## src/rtl/renas_mem_pkg.sv

```systemverilog
// rtl/renas_mem_pkg.sv - shared AHB encodings, port types and byte-lane helper for the SRAM arbiter
package renas_mem_pkg;

    localparam logic [1:0] HTRANS_IDLE   = 2'b00;
    localparam logic [1:0] HTRANS_BUSY   = 2'b01;
    localparam logic [1:0] HTRANS_NONSEQ = 2'b10;
    localparam logic [1:0] HTRANS_SEQ    = 2'b11;

    localparam logic [2:0] HSIZE_BYTE = 3'd0;
    localparam logic [2:0] HSIZE_HALF = 3'd1;
    localparam logic [2:0] HSIZE_WORD = 3'd2;

    localparam logic HRESP_OKAY  = 1'b0;
    localparam logic HRESP_ERROR = 1'b1;

    typedef enum logic [2:0] {
        IDLE,
        PEND,
        RDRSP,
        ERR1,
        ERR2
    } port_state_e;

    typedef enum logic {
        PORT_I,
        PORT_D
    } port_id_e;

    // Captured address phase; offset is relative to the SRAM base byte address.
    typedef struct packed {
        logic [31:0] offset;
        logic [2:0]  size;
        logic        write;
    } pend_t;

    // Byte enables for a write of the given size at the given byte lane.
    function automatic logic [3:0] byte_lanes(input logic [2:0] size, input logic [1:0] lane);
        case (size)
            HSIZE_BYTE: byte_lanes = 4'b0001 << lane;
            HSIZE_HALF: byte_lanes = 4'b0011 << lane;
            default:    byte_lanes = 4'b1111;
        endcase
    endfunction

endpackage

```

## src/rtl/renas_mem_port_ctrl.sv

```systemverilog
// rtl/renas_mem_port_ctrl.sv - one AHB-Lite slave port: capture, error check, port FSM, ready/resp
module renas_mem_port_ctrl
    import renas_mem_pkg::*;
#(
    parameter int                ADDR_W    = 32,
    parameter int                MEM_DEPTH = 16384,
    parameter logic [ADDR_W-1:0] BASE_ADDR = 32'h0000_0400,
    parameter bit                WRITE_EN  = 1'b1
) (
    input  logic              clk_mem,
    input  logic              rst,
    input  logic              hsel,
    input  logic [ADDR_W-1:0] haddr,
    input  logic [1:0]        htrans,
    input  logic [2:0]        hsize,
    input  logic              hwrite,
    input  logic              hready,
    input  logic              grant,
    output logic              hreadyout,
    output logic              hresp,
    output port_state_e       state,
    output pend_t             pend
);

    localparam logic [ADDR_W-1:0] MEM_BYTES = ADDR_W'(MEM_DEPTH * 4);

    logic [ADDR_W-1:0] offset;
    logic              range_err;
    logic              align_err;
    logic              size_err;
    logic              write_err;
    logic              bad;
    logic              take;

    assign offset    = haddr - BASE_ADDR;
    assign range_err = (haddr < BASE_ADDR) || (offset >= MEM_BYTES);
    assign align_err = ((hsize == HSIZE_HALF) && haddr[0]) ||
                       ((hsize == HSIZE_WORD) && (haddr[1:0] != 2'b00));
    assign size_err  = (hsize > HSIZE_WORD);
    assign write_err = hwrite && !WRITE_EN;
    assign bad       = range_err || align_err || size_err || write_err;

    // A new address phase is only accepted in a cycle where this port itself is ready.
    assign take = hsel && htrans[1] && hready && hreadyout;

    // A write finishes its data phase in the grant cycle; a read waits for RDRSP.
    assign hreadyout = !(((state == PEND) && !(grant && pend.write)) || (state == ERR1));
    assign hresp     = (state == ERR1) || (state == ERR2);

    // Port FSM: capture/error check have priority, otherwise advance the response sequence.
    always_ff @(posedge clk_mem or posedge rst) begin
        if (rst) begin
            state <= IDLE;
            pend  <= '0;
        end else if (take) begin
            state <= bad ? ERR1 : PEND;
            pend  <= '{offset: 32'(offset), size: hsize, write: hwrite};
        end else begin
            case (state)
                PEND:        if (grant) state <= pend.write ? IDLE : RDRSP;
                RDRSP, ERR2: state <= IDLE;
                ERR1:        state <= ERR2;
                default:     state <= state;
            endcase
        end
    end

endmodule

```

## src/rtl/renas_mem_arbiter.sv

```systemverilog
// rtl/renas_mem_arbiter.sv - round-robin arbiter of one word SRAM between AHB-Lite I and D ports
module renas_mem_arbiter
    import renas_mem_pkg::*;
#(
    parameter int                ADDR_W    = 32,
    parameter int                DATA_W    = 32,
    parameter int                MEM_DEPTH = 16384,
    parameter logic [ADDR_W-1:0] BASE_ADDR = 32'h0000_0400,
    localparam int               SRAM_AW   = $clog2(MEM_DEPTH)
) (
    input  logic               clk_mem,
    input  logic               rst,
    input  logic               i_hsel,
    input  logic [ADDR_W-1:0]  i_haddr,
    input  logic [1:0]         i_htrans,
    input  logic [2:0]         i_hsize,
    input  logic               i_hwrite,
    input  logic               i_hready,
    output logic               i_hreadyout,
    output logic               i_hresp,
    output logic [DATA_W-1:0]  i_hrdata,
    input  logic               d_hsel,
    input  logic [ADDR_W-1:0]  d_haddr,
    input  logic [1:0]         d_htrans,
    input  logic [2:0]         d_hsize,
    input  logic               d_hwrite,
    input  logic [DATA_W-1:0]  d_hwdata,
    input  logic               d_hready,
    output logic               d_hreadyout,
    output logic               d_hresp,
    output logic [DATA_W-1:0]  d_hrdata,
    output logic               sram_cs,
    output logic               sram_we,
    output logic [3:0]         sram_be,
    output logic [SRAM_AW-1:0] sram_addr,
    output logic [DATA_W-1:0]  sram_wdata,
    input  logic [DATA_W-1:0]  sram_rdata
);

    port_state_e       i_state;
    port_state_e       d_state;
    pend_t             i_pend;
    pend_t             d_pend;
    logic              grant_i;
    logic              grant_d;
    port_id_e          last_grant;
    logic [DATA_W-1:0] i_hold;
    logic [DATA_W-1:0] d_hold;
    logic              unused_bits;

    renas_mem_port_ctrl #(
        .ADDR_W(ADDR_W), .MEM_DEPTH(MEM_DEPTH), .BASE_ADDR(BASE_ADDR), .WRITE_EN(1'b0)
    ) u_port_i (
        .clk_mem(clk_mem), .rst(rst), .hsel(i_hsel), .haddr(i_haddr), .htrans(i_htrans),
        .hsize(i_hsize), .hwrite(i_hwrite), .hready(i_hready), .grant(grant_i),
        .hreadyout(i_hreadyout), .hresp(i_hresp), .state(i_state), .pend(i_pend)
    );

    renas_mem_port_ctrl #(
        .ADDR_W(ADDR_W), .MEM_DEPTH(MEM_DEPTH), .BASE_ADDR(BASE_ADDR), .WRITE_EN(1'b1)
    ) u_port_d (
        .clk_mem(clk_mem), .rst(rst), .hsel(d_hsel), .haddr(d_haddr), .htrans(d_htrans),
        .hsize(d_hsize), .hwrite(d_hwrite), .hready(d_hready), .grant(grant_d),
        .hreadyout(d_hreadyout), .hresp(d_hresp), .state(d_state), .pend(d_pend)
    );

    // Single requester wins outright; on a tie the port not granted last time wins.
    always_comb begin
        grant_i = (i_state == PEND) && ((d_state != PEND) || (last_grant == PORT_D));
        grant_d = (d_state == PEND) && ((i_state != PEND) || (last_grant == PORT_I));
    end

    // Round-robin history, updated on every grant.
    always_ff @(posedge clk_mem or posedge rst) begin
        if (rst) begin
            last_grant <= PORT_I;
        end else if (grant_i) begin
            last_grant <= PORT_I;
        end else if (grant_d) begin
            last_grant <= PORT_D;
        end
    end

    // SRAM strobe is driven in the grant cycle only; idle cycles drive zeros.
    always_comb begin
        sram_cs    = 1'b0;
        sram_we    = 1'b0;
        sram_be    = 4'b0000;
        sram_addr  = '0;
        sram_wdata = '0;
        if (grant_i) begin
            sram_cs   = 1'b1;
            sram_addr = i_pend.offset[SRAM_AW+1:2];
        end else if (grant_d) begin
            sram_cs   = 1'b1;
            sram_addr = d_pend.offset[SRAM_AW+1:2];
            if (d_pend.write) begin
                sram_we    = 1'b1;
                sram_wdata = d_hwdata;
                sram_be    = byte_lanes(d_pend.size, d_pend.offset[1:0]);
            end
        end
    end

    // Keep each port's last read word so hrdata is stable between read completions.
    always_ff @(posedge clk_mem or posedge rst) begin
        if (rst) begin
            i_hold <= '0;
            d_hold <= '0;
        end else begin
            if (i_state == RDRSP) i_hold <= sram_rdata;
            if (d_state == RDRSP) d_hold <= sram_rdata;
        end
    end

    assign i_hrdata = (i_state == RDRSP) ? sram_rdata : i_hold;
    assign d_hrdata = (d_state == RDRSP) ? sram_rdata : d_hold;

    assign unused_bits = ^{i_pend.offset[31:SRAM_AW+2], i_pend.offset[1:0], i_pend.size,
                           i_pend.write, d_pend.offset[31:SRAM_AW+2]};

endmodule

```

## config.mk

```make
export PLATFORM = sky130hd
export DESIGN_NAME = renas_mem_arbiter
export DESIGN_NICKNAME = d
export VERILOG_FILES = /design/src/rtl/renas_mem_pkg.sv /design/src/rtl/renas_mem_port_ctrl.sv /design/src/rtl/renas_mem_arbiter.sv
export SDC_FILE = /design/constraint.sdc
export NUM_CORES = 1
export LEC_CHECK = 0
export CORE_ASPECT_RATIO = 1.75
export CORE_MARGIN = 2
export CORE_UTILIZATION = 40
export DETAILED_ROUTE_END_ITERATION = 12
export GPL_ROUTABILITY_DRIVEN = 0
export HOLD_SLACK_MARGIN = 0.06
export PLACE_DENSITY_LB_ADDON = 0.12
export SLEW_MARGIN = 25
export SYNTH_ARGS = -nofsm -noshare
export SYNTH_HDL_FRONTEND = slang
export SYNTH_SLANG_ARGS = --single-unit
```

## constraint.sdc

```tcl
create_clock -name clk_mem -period 5.6 [get_ports clk_mem]
set_clock_uncertainty 0.15 [all_clocks]
set_input_delay 1.68 -clock clk_mem [delete_from_list [all_inputs] [get_ports clk_mem]]
set_output_delay 1.68 -clock clk_mem [all_outputs]
set_load 0.005 [all_outputs]
```

== Word-level counts from Yosys, hierarchy flattened ==
Index checks and enable logic that the tools add are counted.
Storage, ports and cells
  register bits after elaboration: 108
  input bits: 146
  word-level logic and storage cells: 111
Operators by class
  eq/ne operators: 17
  add/sub/neg operators: 2
  bitwise operators: 1
  order comparisons: 6
  reductions and logical operators: 45
  shift operators: 2
  muxes and demuxes: 28
Operators by type and width (number)
  2-to-1 mux 32 bit: 5
  >= comparator 32 x 17 -> 1 bit (second input constant): 2
  < comparator 32 x 11 -> 1 bit (second input constant): 2
  subtractor 32 x 11 -> 32 bit (second input constant): 2
  2-to-1 mux 14 bit: 2
  == test 3 x 2 -> 1 bit (second input constant): 6
  case mux 3 bit (3 select lines): 2
  logical AND 1 bit: 16
  == test 3 x 1 -> 1 bit (second input constant): 5
  logical OR 1 bit: 15
  2-to-1 mux 3 bit: 4
  2-to-1 mux 4 bit: 3
  != test 3 x 1 -> 1 bit (second input constant): 4
  2-to-1 mux 2 bit: 4
  case mux 4 bit (2 select lines): 1
  nonzero test 4 bit: 2
  2-to-1 mux 1 bit: 7
  == test 3 bit (second input constant): 2
  greater-than comparator 3 x 2 -> 1 bit (second input constant): 2
  nonzero test 2 bit: 3
  logical NOT 1 bit: 4
  AND reduction 2 bit: 2
  OR reduction 2 bit: 2
  << shifter 1 x 2 -> 4 bit (first input constant): 1
  3 further kinds: 3

== Depth between registers and ports, before layout ==
  depth after elaboration: 11
  mapped depth: 7
  mapped depth without buffers: 7

== Cells and area by module ==
A second synthesis with hierarchy kept.
Unflattened totals
  cells, all modules: 626
  area, all modules: 7153.1 um^2
Modules (own cells, without submodules)
  renas_mem_arbiter: cells an instance 210, instances 1, area an instance 2945.3 um^2, sequential area each 1626.6 um^2
  renas_mem_port_ctrl at u_port_d: cells an instance 212, instances 1, area an instance 2170.8 um^2, sequential area each 975.9 um^2
  renas_mem_port_ctrl at u_port_i: cells an instance 204, instances 1, area an instance 2037.0 um^2, sequential area each 975.9 um^2

== Worst setup path before layout ==
OpenSTA, ideal clock, no wires.
  path type: input to output
  from: in sram_rdata[12]
  to: out i_hrdata[12]
  cell stages on the path: 1
  required time: 3.770 ns
  buffers on the path: 0
  data arrival time: 1.986 ns
  slack: 1.784 ns
  path through: mux2_1
On the way
  word-level cells in the longest chain between the ends: 1
RTL lines
  start, declared: RTL line renas_mem_arbiter.sv:37  | input logic [DATA_W-1:0] sram_rdata
  2-to-1 mux 32 bit: RTL line renas_mem_arbiter.sv:116  | assign i_hrdata = (i_state == RDRSP) ? sram_rdata : i_hold;
  end, declared: RTL line renas_mem_arbiter.sv:21  | output logic [DATA_W-1:0] i_hrdata,
Every way passes these cells.

== Worst setup path in the final report ==
  from: reg u_port_d.state[2]
  to: out sram_wdata[26]
On the way
  word-level cells in the longest chain between the ends: 4
RTL lines
  start, declared: RTL line renas_mem_port_ctrl.sv:21  | output port_state_e state,
  start signal, assigned: RTL line renas_mem_port_ctrl.sv:56  | state <= bad ? ERR1 : PEND;
  start signal, assigned: RTL line renas_mem_port_ctrl.sv:60  | PEND: if (grant) state <= pend.write ? IDLE : RDRSP;
  start signal, assigned: RTL line renas_mem_port_ctrl.sv:63  | default: state <= state;
  == test 3 x 1 -> 1 bit or != test 3 x 1 -> 1 bit (tied branches): RTL line renas_mem_arbiter.sv:70, renas_mem_arbiter.sv:69
  logical AND 1 bit or logical OR 1 bit (tied branches): RTL line renas_mem_arbiter.sv:70, renas_mem_arbiter.sv:69
  2-to-1 mux 32 bit or logical AND 1 bit (tied branches): RTL line renas_mem_arbiter.sv:94, renas_mem_arbiter.sv:69
  2-to-1 mux 32 bit (*): RTL line renas_mem_arbiter.sv:91  | if (grant_i) begin
  end, declared: RTL line renas_mem_arbiter.sv:36  | output logic [DATA_W-1:0] sram_wdata,
Every way passes the cells marked *; elsewhere a longest branch is shown, timed or not.

==> out/qor.txt <==
Die height -> 154 um
Drt via density -> 5.17
Mapped Nets -> 613
Yosys top cell area share -> 0.519
Ys async rst share -> 1.00
IR Drop Worst-Case VDD -> 0.167 mV
Final Max Slew Viols -> 0
Critical path arrival -> 2.97 ns
Mean Syn Cell Area -> 11.0 sq um
RSZ-0062 raised after global routing -> false
HPWL Detailed -> 12200 um
# hold bufs at CTS -> 0
Total wire length -> 15300 um
Crit path capture type -> output port
Ratio of final minimum period to clock period -> 0.856
Setup crit start kind -> flip-flop
Flop-to-flop setup slack -> 2.77 ns
Clk pwr share -> 0.234
Crit-path max FO -> 33
DR vias -> 4641
Part of the power in registers -> 0.401
Number of flops mapped to enable cells by yosys -> 0
Largest cells by area after synthesis -> dfrtp_1 52%, mux2_2 12%, mux2_1 5.1%
# DRC -> 0
R2R cell count -> 5
Layout cell share with drive strength beyond 1 -> 0.116
Pleak -> 3.34 nW
Crit path kind -> flip-flop to output port
Port Buffers -> 263
Syn-to-layout area delta -> 61.5%
Final Hold Viols -> 0
PD cells -> 331 nW/um^2
Full die area -> 13700 sq um
# IOs -> 266
Global-route wire length before repair -> 23300 um
Yosys warnings -> 0
Placed insts -> 882
Max Root-Sink Buffers -> 2
Setup TNS -> 0 ns
Internal -> 2.00 mW
WL per Instance -> 17.1 um
Maxcap violations -> 0
Hold WC Path Type -> flip-flop to flip-flop
Tmin final -> 4.80 ns
Comb power frac -> 0.365
Final Non-Filler Cells -> 898
Reg2reg end -> u_port_d.pend[1]
Effective utilization at floorplan -> 0.409
Synth Flop Type -> dfrtp_1
Vias in the first global route -> 4811
Hold wc startpoint -> u_port_i.pend[16]
Drt initial violations -> 94
Post-synthesis cell area -> 5110 sq um
CTS H-tree depth -> 3
GRT Util Overall -> 0.222
Total gr overflow -> 0
RR Startpoint -> u_port_d.state[2]
Sink Count -> 106
Crit path to -> sram_wdata[26]
Crit path required time -> 3.77 ns
Switch Pwr -> 0.729 mW
FP Rows -> 54
CTS Root Cell -> clkbuf_16
Setup bufs post-CTS -> 0
Core area -> 12500 sq um
Number of distinct library cells after synthesis -> 46
F_max -> 0.209 GHz
Initial antenna violation count -> 0
Worst Hold Slack -> 0.332 ns
Synthesized instance count -> 464
FILL cells -> 1003
Synth area leader -> dfrtp_1
CP startpoint -> u_port_d.state[2]
Post-CTS sizing -> 0
# diodes -> 0
Final setup viols -> 0
Largest net degree at the start of global routing -> 57
Worst-Skew Late Latency -> 0.35 ns
Sequential-to-total area share from yosys stat -> 0.519
Post-synthesis sequential element count -> 106
Rel. slew slack -> 0.507
CTS tree -> built
Status -> finished clean
Slew @ Worst Pin -> 0.732 ns
Drt pass-1 iters -> 4
DRT antenna net count -> 0
Total CTS buffers -> 9
Nets -> 874
Switching fraction of total power -> 0.267
Clock Pin Slew Worst Setup and Hold Paths -> 0.07 ns
Die Width -> 89.5 um
[Yosys cell counts (3+ instances only)]
master    number
or4_1          5
a21oi_1       11
o21ai_0       17
nand2b_1       3
a31oi_1        6
xor2_1         3
and2_1        32
nand4_1        4
and3_1         3
nor4_1         6
mux2_1        23
dfrtp_1      106
o31ai_1        4
nor3b_1        5
o21bai_1       3
mux2_2        54
nor2_1        31
nor2b_1        4
a22o_1        14
xnor2_1        5
nand2_1       41
nor3_1        15
clkbuf_1      18
o21a_1         5
inv_1         11
ha_1           3
nand3_1        7
[area by class of cell]
type | count | area (sq um) | share of cell area
timing repair buffer | 270 | 2690 | 0.325
sequential | 106 | 2650 | 0.321
multi-input combinational | 327 | 2370 | 0.287
clock buffer | 10 | 229 | 0.0277
tap | 168 | 210 | 0.0255
clock inverter | 6 | 71.3 | 0.00864
inverter | 11 | 43.8 | 0.00530
[how the worst min path moves through the flow]
stage / cells past startpoint / to / slack, ns
6_report: 2 / u_port_i.pend[16] / 0.33
5_1_grt: 2 / u_port_i.pend[14] / 0.35
4_1_cts: 2 / u_port_i.pend[8] / 0.34
2_1_floorplan: 2 / u_port_i.pend[10] / 0.30
3_5_place_dp: 2 / u_port_i.pend[8] / 0.32
3_3_place_gp: 2 / u_port_i.pend[7] / 0.31
[power groups by stage]
stage / clock [mW] / combinational [mW] / sequential, mW
after floorplan: 0 / 0.391 / 1.08
after global placement: 0 / 0.981 / 1.09
after detailed placement: 0 / 1.00 / 1.12
after CTS: 0.653 / 1.01 / 1.10
after global routing: 0.688 / 1.07 / 1.13
final: 0.638 / 0.996 / 1.10
[metrics by stage]
step                      instance area, sq um  setup slack (ns)  utilization  total power, mW
after floorplan                           5110             0.981            -             1.47
after global placement                    7950             0.834        0.636             2.08
after detailed placement                  7950             0.831        0.636             2.12
after CTS                                 8250             0.776        0.660             2.76
after global routing                      8260             0.504        0.661             2.89
final                                     8260             0.805        0.661             2.73
[cell usage in the layout, fill, tap and decap left out, types with 11 or more instances in the layout]
cell type,n
a22o_1,14
mux2_1,23
mux2_2,54
nor2_1,31
a21oi_1,11
dfrtp_1,106
o21ai_0,17
and2_1,32
clkdlybuf4s50_1,263
nand2_1,41
nor3_1,13
[worst max-delay path, stage by stage (launching register included)]
cell and delay, ns:
dfrtp_1 0.46, nor3b_1 0.40, nand3_1 0.33, inv_1 0.63
and2_1 0.28, clkdlybuf4s50_1 0.52
[cell families (layout without fill, tap and decap cells)]
family	after synthesis	in the layout	share of synthesized area
DFF	106	106	0.519
and+or+nand+nor	165	165	0.169
AOI/OAI and AO/OA	73	73	0.0962
muxes	78	78	0.172
xor gates and xnor gates	8	8	0.0137
buffers and inverters	31	297	0.0232
adders and majority gates	3	3	0.00734
[flip-flops by register name, summed over array words and instances (netlist names)]
signal and count:
u_port_i.pend 15, last_grant 1, u_port_i.state 3, d_hold 32, i_hold 32, u_port_d.state 3
u_port_d.pend 20
[routing by layer]
metal  GRT usage  up-vias  share of wire
li1            -     2166              -
met3      0.0370       38          0.059
met5           0        -              0
met4       0.125        0          0.049
met2       0.407      172           0.54
met1       0.228     2265           0.36
No activity file was read; power rests on OpenSTA's default activity.
